$ cat config.mk
export PLATFORM = sky130hd
export DESIGN_NAME = minmax_stream_ctrl
export DESIGN_NICKNAME = d
export VERILOG_FILES = /design/src/rtl/minmax_pkg.sv /design/src/rtl/minmax.sv /design/src/rtl/minmax_stream_ctrl.sv
export SDC_FILE = /design/constraint.sdc
export NUM_CORES = 1
export LEC_CHECK = 0
export BUFFER_PORTS_ARGS = -buffer_cell sky130_fd_sc_hd__buf_4
export CAP_MARGIN = 20
export CORE_MARGIN = 4
export CORE_UTILIZATION = 65
export DETAILED_ROUTE_END_ITERATION = 12
export GPL_TIMING_DRIVEN = 0
export MAX_ROUTING_LAYER = met4
export PLACE_DENSITY = 0.8
export SYNTH_ARGS = -nofsm -noshare
export SYNTH_HDL_FRONTEND = slang
export SYNTH_SLANG_ARGS = --single-unit
$ cat constraint.sdc
create_clock -name clk -period 41.1 [get_ports clk]
set_clock_uncertainty 0.05 [all_clocks]
set_input_delay 4.11 -clock clk [delete_from_list [all_inputs] [get_ports clk]]
set_output_delay 4.11 -clock clk [all_outputs]
set_load 0.01 [all_outputs]
$ cat src/rtl/minmax_pkg.sv
// Shared definitions for the streaming min/max controller.
//   state_t      : controller FSM states
//   neutral_min  : pad value for a minimum search (largest representable value)
//   neutral_max  : pad value for a maximum search (smallest representable value)
//   IDXW         : local winner index width for the default block size
// Both neutral functions return a 32-bit word; callers keep the low w bits.
package minmax_pkg;

    typedef enum logic [1:0] {
        StIdle,
        StFill,
        StCmp,
        StDone
    } state_t;

    localparam int unsigned NI_DEFAULT = 9;
    localparam int unsigned IDXW       = $clog2(NI_DEFAULT);

    // Largest value in w bits; a padded slot can never beat a real element in a min search.
    function automatic logic [31:0] neutral_min(input int unsigned w, input logic is_signed);
        logic [31:0] v;
        v = (32'd1 << w) - 32'd1;
        if (is_signed) begin
            v = v >> 1;
        end
        return v;
    endfunction

    // Smallest value in w bits; a padded slot can never beat a real element in a max search.
    function automatic logic [31:0] neutral_max(input int unsigned w, input logic is_signed);
        logic [31:0] v;
        v = '0;
        if (is_signed) begin
            v = 32'd1 << (w - 1);
        end
        return v;
    endfunction

endpackage

$ cat src/rtl/minmax.sv
// Combinational min/max over a block of NI elements packed as data[i*W +: W].
// Ports:
//   data        : NI packed elements, slot 0 in the low bits
//   us_sel      : 0 = unsigned compare, 1 = signed compare
//   min_max_sel : 0 = minimum, 1 = maximum (used when MM_CFG == 0)
//   value       : winning element
//   idx         : slot of the winning element
// Parameters:
//   OUT_CFG : 0 = ties resolve to the lowest slot, otherwise the highest slot
//   MM_CFG  : 0 = direction from min_max_sel, 1 = fixed minimum, 2 = fixed maximum
module minmax #(
    parameter int unsigned W       = 5,
    parameter int unsigned NI      = 9,
    parameter int unsigned IDXW    = minmax_pkg::IDXW,
    parameter int unsigned OUT_CFG = 0,
    parameter int unsigned MM_CFG  = 0
) (
    input  logic [NI*W-1:0] data,
    input  logic            us_sel,
    input  logic            min_max_sel,
    output logic [W-1:0]    value,
    output logic [IDXW-1:0] idx
);

    logic         want_max;
    logic [W-1:0] cand;

    assign want_max = (MM_CFG == 0) ? min_max_sel : (MM_CFG == 2);

    function automatic logic beats(input logic [W-1:0] a, input logic [W-1:0] b,
                                   input logic sgn, input logic mx);
        logic lt;
        logic gt;
        lt = sgn ? ($signed(a) < $signed(b)) : (a < b);
        gt = sgn ? ($signed(a) > $signed(b)) : (a > b);
        return mx ? gt : lt;
    endfunction

    always_comb begin
        value = data[W-1:0];
        idx   = '0;
        cand  = '0;
        for (int i = 1; i < int'(NI); i++) begin
            cand = data[i*W +: W];
            if (beats(cand, value, us_sel, want_max) || (OUT_CFG != 0 && cand == value)) begin
                value = cand;
                idx   = IDXW'(i);
            end
        end
    end

endmodule

$ cat src/rtl/minmax_stream_ctrl.sv
// Streaming min/max controller: collects a frame of len elements in blocks of NI,
// evaluates each block with the combinational minmax unit and keeps a running best.
// Ports:
//   clk, rst            : clock, synchronous active-high reset
//   abort               : frame abort (only with MINMAX_STREAM_ABORT_EN defined)
//   start, len          : frame start pulse and frame length (len == 0 ignored)
//   us_sel, min_max_sel : signed compare / maximum search, latched at start
//   busy                : controller not idle
//   in_valid/in_ready/in_data    : element stream
//   out_valid/out_ready/result/index : result handshake, index is the global position
// Optional feature: define MINMAX_STREAM_ABORT_EN to add the abort input.
module minmax_stream_ctrl
    import minmax_pkg::*;
#(
    parameter int unsigned W  = 5,
    parameter int unsigned NI = 9,
    parameter int unsigned LW = 8
) (
    input  logic          clk,
    input  logic          rst,
`ifdef MINMAX_STREAM_ABORT_EN
    input  logic          abort,
`endif
    input  logic          start,
    input  logic [LW-1:0] len,
    input  logic          us_sel,
    input  logic          min_max_sel,
    output logic          busy,
    input  logic          in_valid,
    output logic          in_ready,
    input  logic [W-1:0]  in_data,
    output logic          out_valid,
    input  logic          out_ready,
    output logic [W-1:0]  result,
    output logic [LW-1:0] index
);

    localparam int unsigned SIW = (NI > 1) ? $clog2(NI) : 1;  // local winner index width
    localparam int unsigned SCW = $clog2(NI + 1);             // slot count 0..NI

    localparam logic [SCW-1:0] LAST_SLOT = SCW'(NI - 1);
    localparam logic [LW-1:0]  NI_LW     = LW'(NI);

    state_t          state_q;
    logic            busy_q;
    logic            in_ready_q;
    logic            out_valid_q;
    logic [LW-1:0]   len_q;
    logic            sgn_q;
    logic            max_q;
    logic [LW-1:0]   cnt_q;       // elements accepted in this frame
    logic [SCW-1:0]  slot_q;      // next free slot in the block
    logic [LW-1:0]   base_q;      // global index of slot 0
    logic [NI*W-1:0] blk_q;
    logic            pad_done_q;  // CMP runs two cycles: pad, then evaluate
    logic            first_q;     // no block evaluated yet in this frame
    logic [W-1:0]    best_val_q;
    logic [LW-1:0]   best_idx_q;

    logic [W-1:0]    mm_val;
    logic [SIW-1:0]  mm_idx;
    logic [W-1:0]    pad_val;
    logic [LW-1:0]   cand_idx;

    function automatic logic beats(input logic [W-1:0] a, input logic [W-1:0] b,
                                   input logic sgn, input logic mx);
        logic lt;
        logic gt;
        lt = sgn ? ($signed(a) < $signed(b)) : (a < b);
        gt = sgn ? ($signed(a) > $signed(b)) : (a > b);
        return mx ? gt : lt;
    endfunction

    minmax #(
        .W       (W),
        .NI      (NI),
        .IDXW    (SIW),
        .OUT_CFG (0),
        .MM_CFG  (0)
    ) u_minmax (
        .data        (blk_q),
        .us_sel      (sgn_q),
        .min_max_sel (max_q),
        .value       (mm_val),
        .idx         (mm_idx)
    );

    always_comb begin
        pad_val  = max_q ? W'(neutral_max(W, sgn_q)) : W'(neutral_min(W, sgn_q));
        cand_idx = base_q + LW'(mm_idx);
    end

    always_ff @(posedge clk) begin
        if (rst) begin
            state_q     <= StIdle;
            busy_q      <= 1'b0;
            in_ready_q  <= 1'b0;
            out_valid_q <= 1'b0;
            len_q       <= '0;
            sgn_q       <= 1'b0;
            max_q       <= 1'b0;
            cnt_q       <= '0;
            slot_q      <= '0;
            base_q      <= '0;
            blk_q       <= '0;
            pad_done_q  <= 1'b0;
            first_q     <= 1'b0;
            best_val_q  <= '0;
            best_idx_q  <= '0;
`ifdef MINMAX_STREAM_ABORT_EN
        end else if (abort && state_q != StIdle) begin
            state_q     <= StIdle;
            busy_q      <= 1'b0;
            in_ready_q  <= 1'b0;
            out_valid_q <= 1'b0;
            pad_done_q  <= 1'b0;
            first_q     <= 1'b0;
            best_val_q  <= '0;
            best_idx_q  <= '0;
`endif
        end else begin
            unique case (state_q)
                StIdle: begin
                    if (start && len != '0) begin
                        len_q      <= len;
                        sgn_q      <= us_sel;
                        max_q      <= min_max_sel;
                        cnt_q      <= '0;
                        slot_q     <= '0;
                        base_q     <= '0;
                        first_q    <= 1'b1;
                        pad_done_q <= 1'b0;
                        busy_q     <= 1'b1;
                        in_ready_q <= 1'b1;
                        state_q    <= StFill;
                    end
                end
                StFill: begin
                    if (in_valid) begin
                        for (int i = 0; i < int'(NI); i++) begin
                            if (SCW'(i) == slot_q) begin
                                blk_q[i*W +: W] <= in_data;
                            end
                        end
                        slot_q <= slot_q + SCW'(1);
                        cnt_q  <= cnt_q + LW'(1);
                        if (slot_q == LAST_SLOT || cnt_q + LW'(1) == len_q) begin
                            in_ready_q <= 1'b0;
                            pad_done_q <= 1'b0;
                            state_q    <= StCmp;
                        end
                    end
                end
                StCmp: begin
                    if (!pad_done_q) begin
                        // Slots left over from the previous block must not compete.
                        for (int i = 0; i < int'(NI); i++) begin
                            if (SCW'(i) >= slot_q) begin
                                blk_q[i*W +: W] <= pad_val;
                            end
                        end
                        pad_done_q <= 1'b1;
                    end else begin
                        // Strictly-better only, so equal values keep the earlier index.
                        if (first_q || beats(mm_val, best_val_q, sgn_q, max_q)) begin
                            best_val_q <= mm_val;
                            best_idx_q <= cand_idx;
                        end
                        first_q    <= 1'b0;
                        pad_done_q <= 1'b0;
                        if (cnt_q == len_q) begin
                            out_valid_q <= 1'b1;
                            state_q     <= StDone;
                        end else begin
                            slot_q     <= '0;
                            base_q     <= base_q + NI_LW;
                            in_ready_q <= 1'b1;
                            state_q    <= StFill;
                        end
                    end
                end
                StDone: begin
                    if (out_ready) begin
                        out_valid_q <= 1'b0;
                        busy_q      <= 1'b0;
                        state_q     <= StIdle;
                    end
                end
                default: begin
                    state_q <= StIdle;
                end
            endcase
        end
    end

    assign busy      = busy_q;
    assign in_ready  = in_ready_q;
    assign out_valid = out_valid_q;
    assign result    = best_val_q;
    assign index     = best_idx_q;

endmodule

; After elaboration in Yosys (flattened, before gate mapping)
; Index checks and enable logic that the tools add are counted.
[word_totals]
register_bits = 95
in_bits = 20
out_inout_bits = 16
wordCells = 245
[op_classes]
n_addsub = 4
n_lt_le_gt_ge = 45
eq_ne = 40
mux = 101
n_reduce_logical = 32
[ops]
columns = op, n
row1 = $mux 5, 29
row2 = $gt 5x5->1, 18
row3 = $lt 5x5->1, 18
row4 = $mux 45, 2
row5 = $pmux 45 s2, 1
row6 = $reduce_and 5->1, 11
row7 = $ne 2x2->1 const B, 26
row8 = $mux 4, 11
row9 = $mux 1, 39
row10 = $mux 8, 4
row11 = $pmux 8 s2, 2
row12 = $eq 3x4->1 const A, 4
row13 = $eq 8x8->1, 2
row14 = $ge 3x4->1 const A, 4
row15 = $mux 2, 6
row16 = $pmux 4 s3, 1
row17 = $reduce_and 3->1, 4
row18 = $reduce_and 4->1, 3
row19 = $reduce_bool 2->1, 5
row20 = $add 8x1->8 const B, 1
row21 = $add 8x4->8, 1
row22 = $add 8x4->8 const B, 1
row23 = $eq 2x4->1 const A, 2
row24 = $ge 1x4->1 const A, 2
row25 = other kinds (19), 25

; Depth between registers and ports, before layout
[depth]
depth_word = 37
depth_mapped = 98
mapped_depth_nobuf = 91

; Hierarchy
; A second synthesis with hierarchy kept.
[unflattened]
hier_cells = 972
area_unflattened_um2 = 7512.2
[by_module_without_submodules]
columns = module, n_inst, cells_each, area_each_um2, seq_area_each_um2
row1 = minmax_stream_ctrl, 1, 529, 4551.9, 1901.8
row2 = minmax, 1, 443, 2960.3, 0.0

; Worst setup path after synthesis
; OpenSTA, ideal clock, no wires.
[synth_path]
kind = flip-flop to flip-flop
startpoint = register blk_q[4]
endpoint = register best_idx_q[0] (netlist: index[0])
setup_ns = 0.128
arrival_ns = 16.848
t_required_ns = 40.922
path_slack_ns = 24.075
path_stages_with_launch = 93
n_path_buf = 7
synth_period_minus_slack_ns = 17.025
cell_sequence = dfxtp_1 > inv_1 > ha_1 > mux2_2 > a311o_1 > o2111ai_4 > nand2_2 > a21oi_1 > ha_1 > nand2_1 > nor4_1 > a211oi_1 > and4_1 > buf_2 > or2_1 > clkbuf_1 > nor2_1 > a21oi_1 > [57 not listed] > o22ai_1 > nand2_1 > o21ai_0 > clkbuf_1 > clkbuf_1 > o21ai_1 > ha_1 > nor2b_1 > o21ai_0 > nand2b_1 > a21oi_1 > a21oi_1 > o22ai_1 > mux2i_1 > o21bai_1 > clkbuf_1 > mux2i_1 > nor2_1
[synth_via]
elab_chain_len = 37
elab_cells_between_ends = 82
classes_between = add/sub (1) / order compare (36) / mux (43) / reduce/logical (2)
[synth_lines]
columns = element, line
row1 = "start, declared", minmax_stream_ctrl.sv:54  ; logic [NI*W-1:0] blk_q;
row2 = "start signal, assigned by index", minmax_stream_ctrl.sv:142  ; blk_q[i*W +: W] <= in_data;
row3 = "start signal, assigned by index", minmax_stream_ctrl.sv:159  ; blk_q[i*W +: W] <= pad_val;
row4 = $lt 5x5->1 / $gt 5x5->1 (equally long branches), "minmax.sv:34, minmax.sv:35"
row5 = "$mux 1, on equally long branches", "minmax.sv:34, minmax.sv:35"
row6 = $mux 1, minmax.sv:36  ; return mx ? gt : lt;
row7 = $mux 5 (*), minmax.sv:45  ; if (beats(cand, value, us_sel, want_max) || (OUT_CFG != 0 && cand == value)) begin
row8 = $lt 5x5->1 / $gt 5x5->1 (equally long branches), "minmax.sv:34, minmax.sv:35"
row9 = "$mux 1, on equally long branches", "minmax.sv:34, minmax.sv:35"
row10 = $mux 1, minmax.sv:36
row11 = $mux 5 (*), minmax.sv:45
row12 = [22 not listed], --
row13 = $mux 1, minmax.sv:36
row14 = $mux 5 (*), minmax.sv:45
row15 = net mm_val[1], minmax_stream_ctrl.sv:60  ; logic [W-1:0] mm_val;
row16 = $lt 5x5->1 / $gt 5x5->1 (equally long branches), "minmax_stream_ctrl.sv:69, minmax_stream_ctrl.sv:70"
row17 = "$mux 1, on equally long branches", "minmax_stream_ctrl.sv:69, minmax_stream_ctrl.sv:70"
row18 = $mux 1 (*), minmax_stream_ctrl.sv:71  ; return mx ? gt : lt;
row19 = $logic_or 1x1->1 (*), minmax_stream_ctrl.sv:165  ; if (first_q || beats(mm_val, best_val_q, sgn_q, max_q)) begin
row20 = $reduce_and 3->1 (no source line) (*), --
row21 = "end signal, assigned", minmax_stream_ctrl.sv:167  ; best_idx_q <= cand_idx;
row22 = "end, declared", minmax_stream_ctrl.sv:58  ; logic [LW-1:0] best_idx_q;
; The timed path passes the listed nets; every way through them passes the cells marked *.
; A chain may end at the register's enable or synchronous reset.

; Worst setup path in the final report
[layout_path]
startpoint = register blk_q[4]
endpoint = register best_idx_q[2] (netlist: index[2])
; The elaborated chain is that of the path after synthesis.

==> run_results.csv <==
group,metric,value,unit
placement,dp_hpwl,15700,um
clock_tree,cts_root_buf,"clkbuf_16",
global_route,antenna_found_initial,0,
global_route,grt_max_degree,16,
synthesis,ys.flop_type,"dfxtp_1",
synthesis,synth_nets,1085,
clock_tree,cts_tree,"done",
sta,rsz0062_at_grt,"no",
drt,m1WireLength,9730,um
cells_and_area,drive_above_1_share,0.0881,
drt,top_layer,"met4",
sta,relSlewSlack,0.222,
cells_and_area,fin_area,0.00845,mm2
clock_tree,clkLatencyLatePin,0.35,ns
critical_path,r2r-end,"index[2]$_SDFFE_PP0P_",
critical_path,worstSetupPathType,"flip-flop to flip-flop",
global_route,grt_util_all_layers,0.325,
global_route,grt_pass1_wl,34600,um
critical_path,critPathLaunch,"blk_q[4]$_SDFFE_PP0P_",
cells_and_area,area_delta_synth_final,10.1,%
placement,post_dp_cell_area,0.00811,mm2
sta,hold_viol_final,0,
critical_path,start_kind,"flip-flop",
cells_and_area,multiInputGateArea,0.00537,mm2
run_status,status,"complete, no violations",
critical_path,path_common_cell,"a21oi_1",
synthesis,yosysWarnings,0,
critical_path,reg2reg_from,"blk_q[4]$_SDFFE_PP0P_",
critical_path,worstSetupEndpointType,"flip-flop",
min_path,whs_endpoint,"first_q$_SDFFE_PP0P_",
job,maxCapViolations,0,
min_path,hp-class,"flip-flop to flip-flop",
cells_and_area,nFillCells,967,
sta,slew_violations,0,
synthesis,seq_area_frac_synth,0.248,
drt,vias_per_cell,6.39,
global_route,grt_pass1_vias,7009,
sta,worstMarginPinSlew,1.17,ns
drt,via_count,7807,
clock_tree,htreeDepth,3,
synthesis,yosysUniqueCellTypes,90,
sta,fin_crit,20.51,ns
placement,place.port_buffers,34,
floorplanning,die_y,117,um
clock_tree,clk_pin_slew_worst_paths,0.07,ns
sta,finalCritPeriodShare,0.499,
drt,wire_per_inst,17.4,um
sta,fmax,48.8,MHz
critical_path,cpPeakStageDelay,0.54,ns
floorplanning,io_pins,36,
min_path,whs_path_depth,2,
clock_tree,clock_path_buffers,2,
synthesis,synthCells,1028,
floorplanning,core_area,0.0115,mm2
drt,drc,0,
critical_path,worst_path_max_delay_cell,"o21bai_1",
critical_path,r2r_cells,91,
synthesis,synth_edf_count,0,
sta,tns,0,ns
cells_and_area,final_cell_mix,"126 x nor2_1, 95 x nand2_1, 95 x dfxtp_1, 87 x a21oi_1, 46 x clkbuf_1",
floorplanning,num_rows,39,
synthesis,synth_seq_cells,95,
min_path,hold_start,"first_q$_SDFFE_PP0P_",
cells_and_area,layout_commonest_cell,"nor2_1",
drt,wl_met2,9880,um
drt,ant_nets,0,
critical_path,regToRegSetupSlack,20.59,ns
drt,drtIter0Drc,757,
synthesis,synthArstFlopShare,0,
clock_tree,cts-resized-gates,0,
sta,setup_viol,0,
placement,gp_congestion,0.950,
critical_path,arrival,20.69,ns
clock_tree,cts.sinks,95,
critical_path,cp.required,41.27,ns
cells_and_area,nNetsFinal,1130,
floorplanning,die_area,0.0136,mm2
floorplanning,start_util,0.669,
drt,wl,21200,um
clock_tree,numCtsBuffers,9,
clock_tree,cts_hold_buf,0,
synthesis,synth.cell_area,0.00767,mm2
drt,first_pass_iters,6,
cells_and_area,regArea,0.00190,mm2
cells_and_area,n_antenna_cell,0,
drt,wl_met3,1160,um
floorplanning,die_w,117,um
global_route,grt-ovfl-total,0,
synthesis,synth_area_per_cell,7.46,um2
clock_tree,cts_setup_buffers,0,
critical_path,crit_fanout,10,
sequential cells by signal, indices dropped and copies added, names as in the netlist:
register    cells
index           8
in_ready        1
base_q          8
max_q           1
slot_q          4
busy            1
len_q           8
state_q         2
cnt_q           8
result          5
first_q         1
pad_done_q      1
sgn_q           1
blk_q          45
out_valid       1
synth_stat cells (7+ instances only):
cell	n	area, um2
nand2_1	95	357
a21oi_1	87	435
a211o_1	7	61.3
nor2_1	126	473
clkbuf_1	46	173
nor2b_1	25	156
nor4_1	12	75.1
a211oi_1	44	330
and2_1	13	81.3
and3_1	11	68.8
nand3_1	31	155
nor3_1	21	105
o211ai_1	14	105
ha_1	36	450
mux2i_1	11	110
mux2_2	7	78.8
xnor2_1	22	193
inv_1	41	154
or3_1	8	50.1
a21o_1	9	67.6
nand2b_1	20	125
o21ai_1	20	100
a311oi_1	20	175
o21ai_0	40	200
a31oi_1	15	93.8
xor2_1	22	193
dfxtp_1	95	1900
final cells by class:
class	count	area share
tap	143	0.0212
inverter	42	0.0187
timing repair buffer	34	0.0302
clock buffer	12	0.0315
multi-input combinational	833	0.636
buffer	58	0.0286
clock inverter	4	0.00903
sequential	95	0.225
per-stage QoR:
| step | utilization | setup slack (ns) | cells | hold WS [ns] |
|---|---|---|---|---|
| floorplan | - | 24.07 | 1028 | 0.386 |
| global placement | 0.707 | 21.31 | 1205 | 0.401 |
| detailed placement | 0.707 | 20.99 | 1205 | 0.401 |
| CTS | 0.737 | 20.87 | 1221 | 0.412 |
| global route | 0.737 | 19.06 | 1221 | 0.439 |
| finish | 0.737 | 20.59 | 1221 | 0.416 |
worst max-delay path: cells and delay by family (launching register included):
kind / cells / cell delay [ns]
compound gates: 33 / 7.49
xor+xnor: 3 / 0.99
fa+ha+maj: 9 / 3.11
buf+inv: 14 / 2.45
flops: 1 / 0.32
mux: 3 / 0.79
simple gates: 29 / 5.15
logic make-up (layout without fill, tap and decap cells):
kind of cell / Yosys count / in the layout / synth area share
flip-flops: 95 / 95 / 0.248
multiplexers: 21 / 21 / 0.0313
AND/OR/NAND/NOR: 403 / 403 / 0.260
AO/OA/AOI/OAI: 325 / 325 / 0.293
adder cells (fa/ha/maj): 39 / 39 / 0.0639
buffers and inverters: 100 / 150 / 0.0520
XOR/XNOR: 45 / 45 / 0.0523
routing by layer:
metal  up-vias  track usage
li1       3871            -
met1      3623        0.447
met2       272        0.505
met3        41       0.0420
met4         0       0.0887
met5         -            -
worst max-delay path by stage:
| stage | end | slack, ns | depth (start not counted) |
|---|---|---|---|
| 2_1_floorplan | index[0]$_SDFFE_PP0P_ | 24.07 | 92 |
| 3_3_place_gp | index[3]$_SDFFE_PP0P_ | 21.31 | 93 |
| 3_5_place_dp | index[7]$_SDFFE_PP0P_ | 20.99 | 91 |
| 4_1_cts | index[2]$_SDFFE_PP0P_ | 20.87 | 91 |
| 5_1_grt | index[7]$_SDFFE_PP0P_ | 19.06 | 93 |
| 6_report | index[2]$_SDFFE_PP0P_ | 20.59 | 91 |
Power is left out: the tool's default activity adds up to more than one toggle a clock period on the data nets, which glitch-free logic cannot reach.
